**src/rtl/hazard_forwarding_ctrl_pkg.sv**
```systemverilog
// Shared definitions for the RV32I forwarding/hazard unit: forward codes,
// result-source encodings and the default-width shadow-slot layout.
package rv_hazard_pkg;

  localparam int unsigned RV_REG_AW = 5;
  localparam int unsigned RV_SEL_W  = 2;
  localparam int unsigned RV_FWD_W  = 3;

  typedef enum logic [2:0] {
    FWD_NONE        = 3'b000,
    FWD_EXMEM_ALU   = 3'b001,
    FWD_EXMEM_OTHER = 3'b010,
    FWD_MEMWB_ALU   = 3'b011,
    FWD_MEMWB_OTHER = 3'b100
  } fwd_code_t;

  typedef enum logic [1:0] {
    RES_ALU  = 2'b00,
    RES_PC4  = 2'b01,
    RES_LOAD = 2'b10,
    RES_RSVD = 2'b11
  } res_sel_t;

  typedef struct packed {
    logic                valid;
    logic                we;
    logic [RV_REG_AW-1:0] rd;
    logic [RV_SEL_W-1:0]  sel;
  } slot_t;

  localparam int unsigned SLOT_W = $bits(slot_t);

endpackage

```
**src/rtl/hazard_forwarding_ctrl_if.sv**
```systemverilog
// ID-stage decode info in, stall request / EXE forward selects / stall counter out.
interface hazard_forwarding_ctrl_if #(
  parameter int unsigned NUM_RS = 2,
  parameter int unsigned REG_AW = 5,
  parameter int unsigned SEL_W  = 2,
  parameter int unsigned FWD_W  = 3,
  parameter int unsigned CNT_W  = 16
);
  logic                     id_valid;
  logic [NUM_RS*REG_AW-1:0] id_rs_addr;
  logic [NUM_RS-1:0]        id_rs_used;
  logic                     id_rd_we;
  logic [REG_AW-1:0]        id_rd_addr;
  logic [SEL_W-1:0]         id_res_sel;
  logic                     flush_exe;
  logic                     ext_stall;
  logic                     stall_id;
  logic [NUM_RS*FWD_W-1:0]  fwd_ctrl_exe;
  logic [CNT_W-1:0]         stall_count;

  modport master (
    output id_valid, id_rs_addr, id_rs_used, id_rd_we, id_rd_addr, id_res_sel,
           flush_exe, ext_stall,
    input  stall_id, fwd_ctrl_exe, stall_count
  );

  modport slave (
    input  id_valid, id_rs_addr, id_rs_used, id_rd_we, id_rd_addr, id_res_sel,
           flush_exe, ext_stall,
    output stall_id, fwd_ctrl_exe, stall_count
  );
endinterface

```
**src/rtl/hazard_forwarding_ctrl_fwd_match.sv**
```systemverilog
// Per-operand priority compare of one ID source against the EXE and MEM slots.
module fwd_match
  import rv_hazard_pkg::*;
#(
  parameter int unsigned REG_AW = 5,
  parameter int unsigned SEL_W  = 2
) (
  input  logic              rs_used,
  input  logic [REG_AW-1:0] rs_addr,
  input  logic              exe_occ,
  input  logic [REG_AW-1:0] exe_rd,
  input  logic [SEL_W-1:0]  exe_sel,
  input  logic              mem_occ,
  input  logic [REG_AW-1:0] mem_rd,
  input  logic [SEL_W-1:0]  mem_sel,
  output fwd_code_t         code,
  output logic              load_hazard
);

  always_comb begin
    code        = FWD_NONE;
    load_hazard = 1'b0;
    if (rs_used && rs_addr != '0) begin
      // EXE is the younger producer, so it shadows any MEM match
      if (exe_occ && exe_rd == rs_addr) begin
        if (exe_sel == SEL_W'(RES_LOAD))     load_hazard = 1'b1;
        else if (exe_sel == SEL_W'(RES_ALU)) code = FWD_EXMEM_ALU;
        else                                 code = FWD_EXMEM_OTHER;
      end else if (mem_occ && mem_rd == rs_addr) begin
        code = (mem_sel == SEL_W'(RES_ALU)) ? FWD_MEMWB_ALU : FWD_MEMWB_OTHER;
      end
    end
  end

endmodule

```
**src/rtl/hazard_forwarding_ctrl.sv**
```systemverilog
// Forwarding/hazard unit: tracks in-flight destinations, registers EXE forward
// selects, raises load-use stalls and counts stall cycles (saturating).
module hazard_forwarding_ctrl
  import rv_hazard_pkg::*;
#(
  parameter int unsigned NUM_RS = 2,
  parameter int unsigned REG_AW = 5,
  parameter int unsigned SEL_W  = 2,
  parameter int unsigned FWD_W  = 3,
  parameter int unsigned CNT_W  = 16
) (
  input logic                    clk,
  input logic                    rst,
  hazard_forwarding_ctrl_if.slave bus
);

  typedef struct packed {
    logic              valid;
    logic              we;
    logic [REG_AW-1:0] rd;
    logic [SEL_W-1:0]  sel;
  } pslot_t;

  // The WB stage is not tracked: the regfile is write-before-read, so a WB
  // producer never needs a forward code.
  pslot_t                  exe_slot, mem_slot;
  logic                    exe_occ, mem_occ;
  logic [NUM_RS-1:0]       hazard;
  logic [NUM_RS*FWD_W-1:0] codes;
  logic [NUM_RS*FWD_W-1:0] fwd_q;
  logic [CNT_W-1:0]        cnt_q;
  logic                    stall;
  logic                    issue;

  assign exe_occ = exe_slot.valid && exe_slot.we && exe_slot.rd != '0;
  assign mem_occ = mem_slot.valid && mem_slot.we && mem_slot.rd != '0;

  for (genvar i = 0; i < NUM_RS; i++) begin : g_op
    fwd_code_t code;
    fwd_match #(.REG_AW(REG_AW), .SEL_W(SEL_W)) u_match (
      .rs_used     (bus.id_rs_used[i]),
      .rs_addr     (bus.id_rs_addr[i*REG_AW +: REG_AW]),
      .exe_occ     (exe_occ),
      .exe_rd      (exe_slot.rd),
      .exe_sel     (exe_slot.sel),
      .mem_occ     (mem_occ),
      .mem_rd      (mem_slot.rd),
      .mem_sel     (mem_slot.sel),
      .code        (code),
      .load_hazard (hazard[i])
    );
    assign codes[i*FWD_W +: FWD_W] = FWD_W'(code);
  end

  assign stall = (|hazard) && bus.id_valid && !bus.flush_exe;
  assign issue = bus.id_valid && !stall && !bus.flush_exe;

  always_ff @(posedge clk) begin
    if (rst) begin
      exe_slot <= '0;
      mem_slot <= '0;
      fwd_q    <= '0;
      cnt_q    <= '0;
    end else begin
      if (stall && cnt_q != '1) cnt_q <= cnt_q + 1'b1;
      if (!bus.ext_stall) begin
        mem_slot <= exe_slot;
        if (issue) begin
          exe_slot <= '{valid: 1'b1, we: bus.id_rd_we, rd: bus.id_rd_addr, sel: bus.id_res_sel};
          fwd_q    <= codes;
        end else begin
          exe_slot <= '0;
          fwd_q    <= '0;
        end
      end
    end
  end

  assign bus.stall_id     = stall;
  assign bus.fwd_ctrl_exe = fwd_q;
  assign bus.stall_count  = cnt_q;

endmodule

```
**src/flat_wrapper.sv**
```systemverilog
// flat-port wrapper written by rule: the top's interface ports become plain ports
module hazard_forwarding_ctrl_flat import rv_hazard_pkg::*;
#(
  parameter int unsigned NUM_RS = 2,
  parameter int unsigned REG_AW = 5,
  parameter int unsigned SEL_W  = 2,
  parameter int unsigned FWD_W  = 3,
  parameter int unsigned CNT_W  = 16
)
  (clk, rst, bus_id_valid, bus_id_rs_addr, bus_id_rs_used, bus_id_rd_we, bus_id_rd_addr, bus_id_res_sel, bus_flush_exe, bus_ext_stall, bus_stall_id, bus_fwd_ctrl_exe, bus_stall_count);
  hazard_forwarding_ctrl_if #(.NUM_RS(NUM_RS), .REG_AW(REG_AW), .SEL_W(SEL_W), .FWD_W(FWD_W), .CNT_W(CNT_W)) bus_i ();
  input logic clk;
  input logic rst;
  input wire logic [$bits(bus_i.id_valid)-1:0] bus_id_valid;
  input wire logic [$bits(bus_i.id_rs_addr)-1:0] bus_id_rs_addr;
  input wire logic [$bits(bus_i.id_rs_used)-1:0] bus_id_rs_used;
  input wire logic [$bits(bus_i.id_rd_we)-1:0] bus_id_rd_we;
  input wire logic [$bits(bus_i.id_rd_addr)-1:0] bus_id_rd_addr;
  input wire logic [$bits(bus_i.id_res_sel)-1:0] bus_id_res_sel;
  input wire logic [$bits(bus_i.flush_exe)-1:0] bus_flush_exe;
  input wire logic [$bits(bus_i.ext_stall)-1:0] bus_ext_stall;
  output wire logic [$bits(bus_i.stall_id)-1:0] bus_stall_id;
  output wire logic [$bits(bus_i.fwd_ctrl_exe)-1:0] bus_fwd_ctrl_exe;
  output wire logic [$bits(bus_i.stall_count)-1:0] bus_stall_count;
  assign bus_i.id_valid = bus_id_valid;
  assign bus_i.id_rs_addr = bus_id_rs_addr;
  assign bus_i.id_rs_used = bus_id_rs_used;
  assign bus_i.id_rd_we = bus_id_rd_we;
  assign bus_i.id_rd_addr = bus_id_rd_addr;
  assign bus_i.id_res_sel = bus_id_res_sel;
  assign bus_i.flush_exe = bus_flush_exe;
  assign bus_i.ext_stall = bus_ext_stall;
  assign bus_stall_id = bus_i.stall_id;
  assign bus_fwd_ctrl_exe = bus_i.fwd_ctrl_exe;
  assign bus_stall_count = bus_i.stall_count;
  hazard_forwarding_ctrl #(.NUM_RS(NUM_RS), .REG_AW(REG_AW), .SEL_W(SEL_W), .FWD_W(FWD_W), .CNT_W(CNT_W)) u_core (.clk(clk), .rst(rst), .bus(bus_i));
endmodule
```
**config.mk**
```make
export PLATFORM = sky130hd
export DESIGN_NAME = hazard_forwarding_ctrl_flat
export DESIGN_NICKNAME = d
export VERILOG_FILES = /design/src/rtl/hazard_forwarding_ctrl_pkg.sv /design/src/rtl/hazard_forwarding_ctrl_if.sv /design/src/rtl/hazard_forwarding_ctrl_fwd_match.sv /design/src/rtl/hazard_forwarding_ctrl.sv /design/src/flat_wrapper.sv
export SDC_FILE = /design/constraint.sdc
export NUM_CORES = 1
export LEC_CHECK = 0
export CAP_MARGIN = 30
export CORE_ASPECT_RATIO = 0.5
export CORE_MARGIN = 3
export CORE_UTILIZATION = 28
export DETAILED_ROUTE_END_ITERATION = 10
export GPL_TIMING_DRIVEN = 0
export PLACE_DENSITY = 0.58
export SLEW_MARGIN = 20
export SYNTH_ARGS = -nofsm -noshare
export SYNTH_HDL_FRONTEND = slang
export SYNTH_SLANG_ARGS = --single-unit
```
**constraint.sdc**
```tcl
create_clock -name clk -period 2.4 [get_ports clk]
set_input_delay 0.36 -clock clk [delete_from_list [all_inputs] [get_ports clk]]
set_output_delay 0.36 -clock clk [all_outputs]
set_load 0.03 [all_outputs]
```
== After elaboration in Yosys (flattened, before gate mapping) ==
Cells that the tools add are included.

* Eq/ne operators: 6
* Reduce and logical (&&, ||, !) cells: 24
* Add/sub/neg operators: 1
* Muxes and demuxes: 16

{| class="wikitable"
|+ Operators with widths
! operator !! number
|-
| 3-bit 2-to-1 mux || 7
|-
| 5-bit equality test || 4
|-
| 5-bit nonzero test || 4
|-
| 16-bit by 1-bit adder with 16-bit output (second input constant) || 1
|-
| 16-bit != test (second input constant) || 1
|-
| 1-bit logical AND || 15
|-
| 9-bit 2-to-1 mux || 1
|-
| 6-bit 2-to-1 mux || 1
|-
| 1-bit 2-to-1 mux || 5
|-
| 2-bit logical NOT || 2
|-
| 2-bit 2-to-1 mux || 2
|-
| 2-bit equality test (second input constant) || 1
|-
| 1-bit logical NOT || 2
|-
| 2-bit OR reduction || 1
|}

* Bits in registers: 40
* Output and inout port bits: 23
* Input port bits: 25
* Logic and storage cells: 57

== Longest topological paths before layout ==
* Word-level depth: 12
* Depth in mapped cells: 8
* Depth with buffers taken out: 7

== Cells and area by module ==
A second synthesis with hierarchy kept.

* Cell total of the unflattened synthesis: 237
* Area total of the unflattened synthesis: 2128.3 µm²

{| class="wikitable"
|+ By module, submodules not included
! module !! area an instance (µm²) !! cells each !! seq. area each (µm²) !! times used
|-
| hazard_forwarding_ctrl || 1750.4 || 187 || 800.8 || 1
|-
| fwd_match || 188.9 || 25 || 0.0 || 2
|}

== Worst setup path after synthesis ==
OpenSTA, ideal clock, no wires.

* Path kind: flip-flop to output port
* Start: register u_core.exe_slot[6] (netlist bit)
* End: output port bus_stall_id
* Arrival: 1.746 ns
* Data required time: 2.040 ns
* Slack: 0.294 ns
* Buffers on the path: 1
* Cell stages (with the launch flop): 7
* Path through: dfxtp_1 -> buf_6 -> xor2_1 -> or3_4 -> nor4_4 -> nor2_1 -> nor2_1

* Cells in the longest elaborated chain, start to end: 8
* Elaborated cells between the ends (all ways): 13
* Those cells by class: eq/ne (2); mux (4); reduce/logical (7)

{| class="wikitable"
|+ RTL lines
! what !! RTL line !! RTL
|-
| start: declaration || hazard_forwarding_ctrl.sv:26 || <nowiki>pslot_t exe_slot, mem_slot;</nowiki>
|-
| start signal: assignment || hazard_forwarding_ctrl.sv:69 || <nowiki>exe_slot <= '{valid: 1'b1, we: bus.id_rd_we, rd: bus.id_rd_addr, sel: bus.id_res_sel};</nowiki>
|-
| 5-bit nonzero test || hazard_forwarding_ctrl.sv:35 || <nowiki>assign exe_occ = exe_slot.valid && exe_slot.we && exe_slot.rd != '0;</nowiki>
|-
| 1-bit logical AND || hazard_forwarding_ctrl.sv:35 ||
|-
| 1-bit logical AND || hazard_forwarding_ctrl_fwd_match.sv:25 || <nowiki>if (exe_occ && exe_rd == rs_addr) begin</nowiki>
|-
| 1-bit 2-to-1 mux || hazard_forwarding_ctrl_fwd_match.sv:25 ||
|-
| 1-bit 2-to-1 mux || hazard_forwarding_ctrl_fwd_match.sv:23 || <nowiki>if (rs_used && rs_addr != '0) begin</nowiki>
|-
| 2-bit OR reduction * || hazard_forwarding_ctrl.sv:55 || <nowiki>assign stall = (|hazard) && bus.id_valid && !bus.flush_exe;</nowiki>
|-
| 1-bit logical AND * (2 in series) || hazard_forwarding_ctrl.sv:55 ||
|-
| end: declaration || flat_wrapper.sv:22 || <nowiki>output wire logic [$bits(bus_i.stall_id)-1:0] bus_stall_id;</nowiki>
|}

Every way passes the cells marked *; elsewhere a longest branch is shown, timed or not.

== Worst setup path after layout ==
* Start: register u_core.exe_slot[2] (netlist bit)
* End: register u_core.fwd_q[5] (netlist: u_core.bus.fwd_ctrl_exe[5])

* Cells in the longest elaborated chain, start to end: 12
* Elaborated cells between the ends (all ways): 19
* Those cells by class: eq/ne (2); mux (7); reduce/logical (10)

{| class="wikitable"
|+ RTL lines
! what !! RTL line !! RTL
|-
| 5-bit nonzero test || hazard_forwarding_ctrl.sv:35 ||
|-
| 1-bit logical AND || hazard_forwarding_ctrl.sv:35 ||
|-
| 1-bit logical AND || hazard_forwarding_ctrl_fwd_match.sv:25 ||
|-
| 1-bit 2-to-1 mux || hazard_forwarding_ctrl_fwd_match.sv:25 ||
|-
| 1-bit 2-to-1 mux || hazard_forwarding_ctrl_fwd_match.sv:23 ||
|-
| 2-bit OR reduction || hazard_forwarding_ctrl.sv:55 ||
|-
| 1-bit logical AND (2 in series) || hazard_forwarding_ctrl.sv:55 ||
|-
| 1-bit logical NOT || hazard_forwarding_ctrl.sv:56 || <nowiki>assign issue = bus.id_valid && !stall && !bus.flush_exe;</nowiki>
|-
| 1-bit logical AND (2 in series) || hazard_forwarding_ctrl.sv:56 ||
|-
| 6-bit 2-to-1 mux * || hazard_forwarding_ctrl.sv:68 || <nowiki>if (issue) begin</nowiki>
|-
| end signal: assignment || hazard_forwarding_ctrl.sv:70 || <nowiki>fwd_q <= codes;</nowiki>
|-
| end: declaration || hazard_forwarding_ctrl.sv:30 || <nowiki>logic [NUM_RS*FWD_W-1:0] fwd_q;</nowiki>
|}

Marks and branches as above.
A chain may end at the register's enable or synchronous reset.

==> impl_metrics.toml <==
[synthesis]
ys_warn_count = 0
syn_nets = 257
synth-edff-count = 0
ys_seq_elements = 40
synth_flop_cell = "dfxtp_1"
postSynthAreaPerCell_um2 = 8.83
mappedNetlistArea_um2 = 2040
synth_seq_area_share = 0.393
async_reset_ff_frac = 0
synthCells = 231
ys_types = 45

[sta]
fin_skew_ns = 0.00603
final_min_period_over_clock_period = 0.974
setup_viol = 0
tightest_slew_ns = 0.719
max_freq_mhz = 428
finalMaxSlewViolations = 0
hold_viol = 0
period_needed_ns = 2.34
max_slew_margin = 0.521
fin_hold_ws_ns = 0.442

[finish]
diodes = 0
area_growth_syn_to_layout_pct = 42.3
fillerInstances = 680
final_cells = 381
final_nets = 315
seq_area_um2 = 801
drive_gt1_frac = 0.107
final_util = 0.423
final_area_um2 = 2900
multi_input_area_um2 = 1250

[worst_setup_path]
worstPathArrival_ns = 2.56
cp.required_ns = 2.62
crit_path_start_kind = "register"
critPathKind = "register to register"
cp-end-kind = "register"
crit_path_max_fanout = 6

[clocking]
cts_buffer_depth = 2
cts-root-buf = "clkbuf_16"
h-tree-depth = 2
cts_tree = "yes"
clock-sinks = 40
cts_buffers = 5
cts.reportedPaths.clkPinSlew_ns = 0.06
cts_hold_buf = 0
clk_latency_ns = 0.28

[hold_path]
min_path_type = "register to register"

[placed_design]
place_inst = 370
placed_area_um2 = 2630
numPortBuffers = 47
dp_hpwl_um = 4180
gp_congestion = 0.822

[grt]
antenna_found_initial = 0
groute.usage.overall = 0.136
overflow = 0
grt_max_degree = 12
grt_pass1_vias = 1871
grt_pass1_wl_um = 9110

[floorplan]
initial_core_util = 0.297
core_area_um2 = 6860
dieArea_um2 = 8410
die_w_um = 127
fp.dieH_um = 66.4
ios = 48
row_count = 21

[drt]
dr.pass1.iters = 4
routed_wl_um = 5650
detail_route.iter0.violations = 101
routedWlPerCell_um = 14.8
drc = 0
vias = 1937
vias_per_cell = 5.08
postRouteAntennaNets = 0

[power]
power_leakage_nw = 1.06
ir_drop_v = 0.000263
powerDensity_nw_per_um2 = 517
totalPowerFinal_mw = 1.50

[job]
cap_violations = 0

[outcome]
status = "finished clean"
==> worst paths after layout <==
kind	startpoint	to	slack (ns)	depth (start not counted)
worst max-delay path	u_core.exe_slot[2]	u_core.bus.fwd_ctrl_exe[5]	0.06	6
worst min-delay path	u_core.bus.fwd_ctrl_exe[0]	u_core.bus.fwd_ctrl_exe[0]	0.44	2
worst min register to register	u_core.bus.fwd_ctrl_exe[0]	u_core.bus.fwd_ctrl_exe[0]	0.44	2
worst max register to register	u_core.exe_slot[2]	u_core.bus.fwd_ctrl_exe[5]	0.06	6
==> through the flow <==
step | setup WS (ns) | TNS, ns
5_1_grt | -0.0252 | -0.0283
3_3_place_gp | -0.750 | -11.25
2_1_floorplan | 0.294 | 0
6_report | 0.0629 | 0
3_5_place_dp | -0.786 | -13.02
4_1_cts | -0.0261 | -0.0261
==> state kept, by name (all words and copies together), names as in the netlist <==
name	cells
u_core.bus.stall_count	16
u_core.mem_slot	9
u_core.exe_slot	9
u_core.bus.fwd_ctrl_exe	6
==> synth_stat cells, types with 4 or more instances <==
master / n / share of area
o21ai_0: 11 / 0.027
a21oi_1: 15 / 0.037
nand2b_1: 4 / 0.012
or3_1: 15 / 0.046
a22o_1: 11 / 0.047
dfxtp_1: 40 / 0.39
or4_1: 5 / 0.018
xor2_1: 10 / 0.043
xnor2_1: 11 / 0.047
nand2_1: 9 / 0.017
clkbuf_1: 5 / 0.0092
nor4_1: 4 / 0.012
inv_1: 6 / 0.011
o21ai_1: 4 / 0.0098
nand3_1: 9 / 0.022
nor2_1: 22 / 0.040
mux2i_1: 10 / 0.049
nand4_1: 4 / 0.012
==> layer usage <==
layer	part of all wire	track usage	vias to the layer above
met5	0	0	-
met2	0.46	0.234	49
met1	0.47	0.172	923
met3	0.057	0.0306	8
li1	-	-	957
met4	0.013	0.0361	0
==> critical path: stages, from the launching register on <==
cell	delay [ns]
dfxtp_1	0.37
or4_1	0.62
o21bai_4	0.23
or3_1	0.27
o32ai_4	0.17
nor3_1	0.39
a32o_1	0.22
==> layout make-up <==
class                           count  share of cell area
Timing Repair Buffer               51               0.176
Multi-Input combinational cell    176               0.429
Clock buffer                        7              0.0526
Buffer                              9              0.0181
Inverter                            6             0.00776
Sequential cell                    40               0.276
Tap cell                           92              0.0397
==> cells in the final DEF (no fill, tap or decap), types with 3 or more instances in the layout <==
cell | netlist | layout
a21oi_1 | 15 | 14
nand4_1 | 4 | 4
o21ai_0 | 11 | 10
xor2_1 | 10 | 10
o21ai_1 | 4 | 3
a22o_1 | 11 | 11
mux2i_1 | 10 | 10
nor4_1 | 4 | 3
nand2_1 | 9 | 9
nor2b_1 | 3 | 3
dlygate4sd2_1 | 0 | 3
nor2_1 | 22 | 22
buf_4 | 0 | 6
dfxtp_1 | 40 | 40
nor3_1 | 3 | 3
or4_1 | 5 | 3
clkbuf_1 | 5 | 5
or3_1 | 15 | 15
inv_1 | 6 | 6
dlymetal6s2s_1 | 0 | 7
clkdlybuf4s50_1 | 0 | 36
nand2b_1 | 4 | 4
clkbuf_16 | 0 | 5
nand3_1 | 9 | 9
o211ai_1 | 3 | 3
xnor2_1 | 11 | 11
==> cell families (layout without fill, tap and decap cells) <==
group | after synthesis | after routing | share of synthesized area
xor gates and xnor gates | 21 | 21 | 0.0902
muxes | 11 | 11 | 0.0546
adders and majority gates | 1 | 1 | 0.00613
and+or+nand+nor | 90 | 90 | 0.247
buffers and inverters | 15 | 73 | 0.0356
AOI/OAI and AO/OA | 53 | 53 | 0.174
DFF | 40 | 40 | 0.393
==> power breakdown <==
group,leakage (nW),switching (mW),internal [mW]
clock,0.0760,0.259,0.436
sequential,0.323,0.00676,0.670
combinational,0.663,0.0625,0.0649
==> timing repair <==
item | CTS | global route
endpoints found under the hold margin | 0 | 0
gates resized for setup | 20 | 13
pin swaps | 4 | 4
endpoints found under the setup margin | 28 | 29
buffers inserted | 2 | 1
cloned | 1 | 0
Power figures use the tool's default switching activity.
==> RTL change 1 (config.mk and constraints unchanged) <==
Make the reset (`rst`) asynchronous in one clocked block.
--- a/src/rtl/hazard_forwarding_ctrl.sv
+++ b/src/rtl/hazard_forwarding_ctrl.sv
@@ -57,3 +57,3 @@
 
-  always_ff @(posedge clk) begin
+  always_ff @(posedge clk or posedge rst) begin
     if (rst) begin
Function: differs if rst is asserted again (counterexample within 4 cycles, from zero or initial values and one cycle with rst high); with rst held inactive, the same outputs for 10 cycles.
==> RTL change 1 against the unedited design <==
- critical path depth did not move
- synthesized area rose by 3.5%
- final area rose by 4.5%
- routed wire length fell by 0.34%
- combinational power rose by 46%
- critical path type is now in -> out
- sequential cell count did not move
- clock skew fell by 1.2 ps
- worst setup slack improved by 3.2 ps
- power rose by 5.6%
==> RTL change 1: results (changes against the unedited design) <==
status completed; Buffers excl. clock 62 (+3.3%); syn_nets 213 (-17%); GRT met2 Usage 20.2% (-3.1 points); delay-heaviest family, CP buffers and inverters; Synth Area in Adders 0.593% (-0.021 points); clk tree area frac 4.95% (-0.31 points); global placement routability congestion 0.877 (+6.7%); cell area after synthesis 0.00211 mm2 (+3.5%); most instantiated cells after synthesis 40 x dfrtp_1, 25 x xnor2_1, 12 x a22o_1, 10 x nand4_1; number of global-route vias before repair 1744 (-6.8%); pre-CTS setup slack -575 ps (+211 ps); Final non-clock buffer share 19.4% (about the same); Max Clock Skew 4.87 ps (-1.16 ps); IO buf count 46 (-2.1%); filler instances 662 (-2.6%); Placed Cells incl. Taps 326 (-12%); Worst-Margin Slew 682 ps (-37.1 ps); Multi-input gate area 0.00117 mm2 (-5.8%); comb_multi_in 140 (-20%); hold slack 306 ps (-137 ps); Leak 1.28 nW (+21%); post-synthesis cell type count 37 (-18%); slowest stage delay, CP 550 ps (-70 ps); FF-to-FF setup slack 100 ps (+40 ps); maximum vdd ir drop 0.407 mV (+55%); met1 Usage GRT 17.3% (+0.023 points); area delta synth->final 43.7%; Final Net Count 276 (-12%); post-DR wirelength/cell 16.4 um (+11%); met2 wire length 2.56 mm (-2.4%); WL met3 317 um (-1.9%); M3 GR Usage 3.24% (+0.17 points); Gate Count Post-Synth 187 (-19%); post-layout min period 2330 ps (-3.19 ps); nonclk inv count 1 (-5); post_cts resized 14 (-30%); synth top area cells dfrtp_1 47%, xnor2_1 10%, a22o_1 5.0%, mux2_2 4.8%, xor2_1 3.7%; pin count of the biggest net entering global routing 34 (+22); Area after DPL 0.00271 mm2 (+3.1%); Compound-Gate Fraction of Synth Area 10.3% (-7.2 points); Routed WL 5.63 mm (-0.34%); xor/xnor share of the synthesized area 14.1% (+5.1 points); RR Startpoint u_core.exe_slot[5]; Reg-to-Reg End u_core.bus.stall_count[14]; Detail Placement HPWL 3.88 mm (-7.2%); Setup crit start bus_id_rs_addr[8]; Seq/Total Area, Yosys 47.4% (+8.2 points); Max FO, Critical Path 3 (-3); Internal Power 1.21 mW (+3.1%); all-layer global routing usage 12.7% (-0.91 points); slowest CP cell or4_4; vias post-DR 1765 (-8.9%); drt initial violations 77 (-24%); worst hold path type in -> async; share of layout cells above drive strength 1 17.9% (+7.2 points); Register Area 0.00100 mm2 (+25%); met1 WL 2.71 mm (+2.7%)
-- RTL change 1: changes by cell type after synthesis, moves of 3 or more --
| cell | before | now |
|---|---|---|
| or3_1 | 15 | 1 |
| dfrtp_1 | 0 | 40 |
| mux2i_1 | 10 | 0 |
| a21oi_1 | 15 | 0 |
| a21o_1 | 0 | 5 |
| inv_1 | 6 | 1 |
| dfxtp_1 | 40 | 0 |
| nor2b_1 | 3 | 0 |
| o21ai_0 | 11 | 0 |
| nor2_1 | 22 | 8 |
| mux2_2 | 0 | 9 |
| xnor2_1 | 11 | 25 |
| nand4_1 | 4 | 10 |
-- RTL change 1: power groups by stage --
| stage | clock network [mW] | logic (mW) | registers, mW |
|---|---|---|---|
| 2_1_floorplan | 0 | 0.0945 | 0.726 |
| 3_3_place_gp | 0 | 0.157 | 0.734 |
| 3_5_place_dp | 0 | 0.164 | 0.734 |
| 4_1_cts | 0.688 | 0.171 | 0.722 |
| 5_1_grt | 0.713 | 0.205 | 0.726 |
| 6_report | 0.673 | 0.186 | 0.723 |
==> RTL change 2 (config.mk and constraints unchanged) <==
Made on the original files. `NUM_RS` is set to 2 in 3 places; all go to 4.
--- a/src/rtl/hazard_forwarding_ctrl_if.sv
+++ b/src/rtl/hazard_forwarding_ctrl_if.sv
@@ -2,3 +2,3 @@
 interface hazard_forwarding_ctrl_if #(
-  parameter int unsigned NUM_RS = 2,
+  parameter int unsigned NUM_RS = 4,
   parameter int unsigned REG_AW = 5,
--- a/src/rtl/hazard_forwarding_ctrl.sv
+++ b/src/rtl/hazard_forwarding_ctrl.sv
@@ -5,3 +5,3 @@
 #(
-  parameter int unsigned NUM_RS = 2,
+  parameter int unsigned NUM_RS = 4,
   parameter int unsigned REG_AW = 5,
--- a/src/flat_wrapper.sv
+++ b/src/flat_wrapper.sv
@@ -3,3 +3,3 @@
 #(
-  parameter int unsigned NUM_RS = 2,
+  parameter int unsigned NUM_RS = 4,
   parameter int unsigned REG_AW = 5,
Ports: changed (resized bus_fwd_ctrl_exe, bus_id_rs_addr and bus_id_rs_used); port bits go from 48 to 66. The function was not compared with the original's and may differ.
==> RTL change 2 against the unedited design <==
- the flow now finishes with violations (setup timing)
- synthesized area up 27%
- sequential cell count up 6
- sequential share of layout area down 5.5 points
- die area up 25%
- routed wire length up 48%
- power up 13%
- final area up 46%
- worst setup slack worse by 500 ps
- highest routed layer unchanged
- critical path type is now reg -> out
- clock skew down 1.7 ps
==> RTL change 2: results (changes against the unedited design) <==
slowest stage delay, CP 520 ps (-100 ps); Setup TNS -7080 ps (-7080 ps); # setup viols final 37 (+37); all-layer global routing usage 15.1% (+1.6 points); pin count of the biggest net entering global routing 14 (+2); Initial DRT Pass Iterations 5 (+1); Setup crit start u_core.exe_slot[4]; WL met3 369 um (+14%); switch share 23.7% (+1.8 points); met1 WL 3.97 mm (+51%); FF-to-FF setup slack -340 ps (-400 ps); Reg-to-Reg End u_core.bus.stall_count[11]; fin worst setup slack -435 ps (-498 ps); failing checks setup timing; Detail Placement HPWL 5.62 mm (+34%); Max FO, Critical Path 5 (-1); CP Data Arrival Time 2470 ps (-90 ps); M3 GR Usage 3.79% (+0.72 points); delay-heaviest family, CP buffers and inverters; IO buf count 65 (+38%); slowest CP cell or4_4; global placement routability congestion 0.839 (+2.1%); Final Net Count 445 (+41%); filler instances 842 (+24%); reg2reg path depth 14 (+8); maximum vdd ir drop 0.240 mV (-8.7%); drt initial violations 120 (+19%); multiplexer area fraction after synthesis 5.58% (+0.12 points); Compound-Gate Fraction of Synth Area 15.9% (-1.5 points); share of layout cells above drive strength 1 29.4% (+19 points); status finished with violations; syn_nets 341 (+33%); post_cts resized 56 (+180%); Placed Cells incl. Taps 485 (+31%)
RTL change 2: layout make-up:
| cell class | instances | share of cell area (%) |
|---|---|---|
| sequential | 46 | 22.1 |
| tap | 117 | 3.45 |
| buffer | 18 | 2.57 |
| inverter | 3 | 0.265 |
| clock inverter | 1 | 0.118 |
| clock buffer | 7 | 3.36 |
| multi-input combinational | 231 | 44.6 |
| timing repair buffer | 102 | 23.6 |
RTL change 2: power by group through the flow:
stage	Clock (mW)	Sequential, mW	Combinational, mW
after global routing	0.758	0.772	0.239
after detailed placement	0	0.789	0.187
after global placement	0	0.789	0.186
after floorplan	0	0.789	0.0910
after CTS	0.723	0.774	0.193
final	0.701	0.772	0.221
RTL change 2: through the flow:
step | total power, mW | setup slack (ps) | hold slack, ps
after floorplan | 0.880 | -118 | 464
after global placement | 0.976 | -1360 | 438
after detailed placement | 0.977 | -1370 | 445
after CTS | 1.69 | -430 | 454
after global routing | 1.77 | -534 | 477
final | 1.69 | -435 | 452
